[config.mk]
export PLATFORM = sky130hd
export DESIGN_NAME = pc_sequencer
export DESIGN_NICKNAME = d
export VERILOG_FILES = /design/src/rtl/pc_sequencer.sv
export SDC_FILE = /design/constraint.sdc
export NUM_CORES = 1
export LEC_CHECK = 0
export CORE_UTILIZATION = 30
export DETAILED_ROUTE_END_ITERATION = 12
export GPL_ROUTABILITY_DRIVEN = 0
export PLACE_DENSITY = 0.75
export SYNTH_ARGS = -nofsm -noshare
export SYNTH_HDL_FRONTEND = slang
export SYNTH_SLANG_ARGS = --single-unit
[constraint.sdc]
create_clock -name clk -period 2.68 [get_ports clk]
set_input_delay 0.536 -clock clk [delete_from_list [all_inputs] [get_ports clk]]
set_output_delay 0.536 -clock clk [all_outputs]
set_load 0.05 [all_outputs]
[src/rtl/pc_sequencer.sv]
// pc_sequencer: next-PC select with RUN/HALT/ISR control and saved return PC.
// Interrupt support (irq, reti, epc) is built only when PC_SEQ_IRQ_EN is defined.
module pc_sequencer #(
  parameter int              WIDTH      = 16,
  parameter logic [WIDTH-1:0] RESET_PC   = '0,
  parameter logic [WIDTH-1:0] IRQ_VECTOR = 'h10,
  parameter int              PC_INC     = 1
) (
  input  logic             clk,
  input  logic             rst,
  input  logic [WIDTH-1:0] current_pc,
  input  logic             stall,
  input  logic             jump,
  input  logic [WIDTH-1:0] jump_target,
  input  logic             branch_taken,
  input  logic [WIDTH-1:0] branch_target,
  input  logic             halt,
  input  logic             resume,
  input  logic             irq,
  input  logic             reti,
  output logic [WIDTH-1:0] new_pc,
  output logic             irq_ack,
  output logic [WIDTH-1:0] epc,
  output logic [1:0]       state
);
  localparam logic [1:0] RUN = 2'd0, HALT = 2'd1, ISR = 2'd2;
  logic [1:0] state_q, state_d;
  logic [WIDTH-1:0] seq, fall;
  logic take_irq, take_reti, legal;
  assign seq  = current_pc + WIDTH'(PC_INC);
  assign fall = jump ? jump_target : branch_taken ? branch_target : seq;
`ifdef PC_SEQ_IRQ_EN
  logic [WIDTH-1:0] epc_q, epc_d;
  assign legal     = state_q != 2'd3;
  // a concurrent jump/branch becomes the return address so it is never lost
  assign take_irq  = !rst && irq && !stall && (state_q == HALT || (state_q == RUN && !halt));
  assign take_reti = state_q == ISR && reti && !halt && !stall;
  always_comb epc_d = !take_irq ? epc_q : state_q == HALT ? current_pc : fall;
  always_ff @(posedge clk) begin
    if (rst) epc_q <= '0;
    else epc_q <= epc_d;
  end
  assign epc = epc_q;
`else
  logic unused_irq;
  assign unused_irq = irq ^ reti;
  assign legal      = state_q == RUN || state_q == HALT;
  assign take_irq   = 1'b0;
  assign take_reti  = 1'b0;
  assign epc        = '0;
`endif
  always_ff @(posedge clk) begin
    if (rst) state_q <= RUN;
    else state_q <= state_d;
  end
  always_comb begin
    state_d = take_irq ? ISR :
              !legal ? RUN :
              state_q == HALT ? ((resume && !halt) ? RUN : HALT) :
              halt ? HALT :
              take_reti ? RUN : state_q;
  end
  // the PC register has no enable, so every hold feeds current_pc back
  always_comb begin
    new_pc  = rst ? RESET_PC :
              take_irq ? IRQ_VECTOR :
              (!legal || state_q == HALT || halt || stall) ? current_pc :
              take_reti ? epc : fall;
    irq_ack = take_irq;
  end
  assign state = state_q;
endmodule

==> load_flow_metrics.sql <==
INSERT INTO impl_metrics (metric_group, metric, value, unit) VALUES
('status', 'status', 'finished clean', ''),
('floorplan', 'floorplan.die.width', '63.4', 'µm'),
('finish', 'fraction_of_final_layout_cells_with_drive_strength_greater_than_1', '37.1', '%'),
('route', 'dr_total_vias', '1763', ''),
('synthesis', 'synth-edff-count', '0', ''),
('worst_setup_path', 'worst-endpoint-arrival', '2.08', 'ns'),
('synthesis', 'fraction_of_synthesized_cell_area_taken_by_the_top_area_cell_type', '12.6', '%'),
('place', 'buffer_ports.inserted', '71', ''),
('finish', 'commonest_non_fill_non_tap_cell_in_the_layout', 'buf_4', ''),
('grt', 'gr-usage-all-layers', '22.3', '%'),
('synthesis', 'post_synthesis_instance_area', '0.00113', 'mm²'),
('power_and_ir_drop', 'switching_power', '0.273', 'mW'),
('finish', 'layout.cells.most_common_list', 'buf_4, clkdlybuf4s50_1, conb_1', ''),
('place', 'placed_area', '0.00237', 'mm²'),
('synthesis', 'synthesis.yosys.warnings', '0', ''),
('flow_run', 'max-cap-violations', '0', ''),
('sta', 'fin_crit_sh', '97.5', '%'),
('floorplan', 'fp.dieArea', '0.00402', 'mm²'),
('finish', 'num_antenna_cells', '0', ''),
('finish', 'area.growth.synth_to_final', '126', '%'),
('worst_setup_path', 'worstSetupStartpointType', 'primary input', ''),
('sta', 'timing_max_transition_violations_final', '0', ''),
('route', 'drt-wirelength-per-cell', '14.6', 'µm'),
('worst_setup_path', 'critical_path.max_fanout', '9', ''),
('floorplan', 'core_region_area', '0.00347', 'mm²'),
('route', 'drt_iter0_markers', '69', ''),
('synthesis', 'post_synthesis_cell_type_count', '53', ''),
('synthesis', 'synth_top_flop_cell', 'dfxtp_1', ''),
('finish', 'largest_register_ffs', '1', ''),
('worst_setup_path', 'crit_path_end_kind', 'output pin', ''),
('power_and_ir_drop', 'ir_drop', '0.000134', 'V'),
('synthesis', 'ys_seq_elements', '1', ''),
('grt', 'grt_remaining_overflow', '0', ''),
('synthesis', 'synth_area_leader_cell', 'buf_4', ''),
('route', 'vias_per_cell', '5.36', ''),
('synthesis', 'yosysSeqAreaShare', '1.77', '%'),
('power_and_ir_drop', 'share_seq_of_total_power', '3.3', '%'),
('route', 'ant_nets', '0', ''),
('floorplan', 'initial_utilization', '32.6', '%'),
('worst_setup_path', 'critPathKind', 'in -> out', ''),
('route', 'first_pass_iters', '4', ''),
('synthesis', 'syn-mean-instance-area', '6.62', 'µm²'),
('sta', 'fin_ws', '0.0663', 'ns'),
('worst_setup_path', 'required', '2.14', 'ns'),
('finish', 'final_design_area_no_fill', '0.00256', 'mm²'),
('sta', 'fin_skew', '0', 'ns'),
('power_and_ir_drop', 'power_density', '205', 'mW/mm²'),
('grt', 'grt_first_pass_wirelength', '7380', 'µm'),
('floorplan', 'top_level_ports', '92', ''),
('place', 'place_hpwl', '3650', 'µm'),
('power_and_ir_drop', 'total_leakage_power', '1.06', 'nW'),
('sta', 'timing.fmax', '383', 'MHz'),
('sta', 'report.final.setup_viol', '0', ''),
('sta', 'final_period_minus_worst_setup_slack', '2.61', 'ns'),
('synthesis', 'asyncSetResetFlopFracSynth', '0', '%'),
('place', 'dp_slack', '-0.312', 'ns'),
('route', 'routed_wirelength', '4820', 'µm'),
('grt', 'antenna_found_initial', '0', ''),
('power_and_ir_drop', 'internal_pwr_total', '0.252', 'mW'),
('synthesis', 'post_synthesis_cells', '171', ''),
('grt', 'first_global_vias', '1652', ''),
('synthesis', 'netlist_top_cells_area', 'buf_4, a21oi_1, mux2i_1', ''),
('floorplan', 'placementRows', '21', ''),
('hold_path', 'hold_path_class', 'reg -> reg', ''),
('power_and_ir_drop', 'report.power.total', '0.524', 'mW'),
('route', 'drt_drc_violations_left', '0', ''),
('floorplan', 'die_h', '63.4', 'µm'),
('clock_tree', 'clock_slew_at_the_register_clock_pins_of_the_worst_setup_and_hold_paths', '0', 'ns'),
('sta', 'count_of_endpoints_failing_hold_in_the_final_timing_report', '0', ''),
('power_and_ir_drop', 'combinational_power_share', '96.7', '%'),
('clock_tree', 'worst_skew_pair.late_latency', '0', 'ns'),
('grt', 'grt_start_max_net_pins', '21', ''),
('power_and_ir_drop', 'power_switching_share', '52.0', '%'),
('power_and_ir_drop', 'clock_power_share', '0', '%'),
('finish', 'finish.net_count', '343', '');
-- layer usage --
metal	vias up	routed length [µm]	track usage, %
met5	-	0	0
met4	0	119	6.53
met3	12	244	1.09
met2	74	2430	39.6
met1	831	2030	28.7
li1	846	-	-
-- timing repair --
action	CTS	global route
setup endpoints to repair	15	6
setup buffers	5	2
hold buffers	0	0
pin swaps	16	6
gates resized for setup	38	9
-- per-stage QoR --
step	utilization (%)	hold WS, ns	TNS, ns	instances
after floorplan	-	0.653	-0.0134	188
after global routing	73.7	0.626	-0.00159	329
after CTS	72.5	0.558	0	327
final	73.7	0.554	0	329
after detailed placement	68.5	0.554	-2.22	322
after global placement	68.5	0.539	-1.92	322
-- power groups by stage --
stage	clock, mW	sequential [mW]	combinational [mW]
after floorplan	0	0.0205	0.252
after global placement	0	0.0172	0.477
after detailed placement	0	0.0172	0.483
after CTS	0	0.0173	0.499
after global routing	0	0.0175	0.531
final	0	0.0173	0.507
-- critical path: stages --
cell,delay [ns]
dlygate4sd2_1,0.24
buf_4,0.13
nor3_2,0.17
buf_6,0.16
buf_4,0.12
nor2_1,0.04
a211o_1,0.28
nor2_1,0.23
buf_12,0.18
-- cell families after synthesis --
group | after synthesis | synth area share [%]
AO/OA/AOI/OAI | 62 | 38.9
multiplexers | 5 | 4.42
buffers and inverters | 36 | 18.9
XOR/XNOR | 2 | 1.55
AND/OR/NAND/NOR | 63 | 33.0
adder cells (fa/ha/maj) | 1 | 1.10
other | 1 | 0.331
flip-flops | 1 | 1.77
-- cell type report --
cell class,count,area [µm²]
fill,271,912
inverter,5,18.8
multi-input combinational,151,1130
sequential,1,20.0
tap,46,57.6
timing repair buffer,126,1330
-- path summary, 6_finish.rpt --
check | from | endpoint | slack, ns | cells past startpoint
max | halt | new_pc[10] | 0.07 | 9
min | state[0]$_SDFFE_PP0P_ | state[0]$_SDFFE_PP0P_ | 0.55 | 2
max reg2reg | state[0]$_SDFFE_PP0P_ | state[0]$_SDFFE_PP0P_ | 2.06 | 2
min reg2reg | state[0]$_SDFFE_PP0P_ | state[0]$_SDFFE_PP0P_ | 0.55 | 2
-- synth_stat cells (all sizes together), types with 3 or more instances --
master,count
buf,26
a21oi,17
nor2,13
nand2,12
nand3,9
o21ai,7
nor4,6
a31oi,5
clkbuf,5
inv,5
mux2i,5
nor3,5
a211oi,4
nand2b,4
nand4,4
o211ai,4
a22o,3
o22ai,3
or3,3
Note: power is estimated with default switching activity, not from simulation.
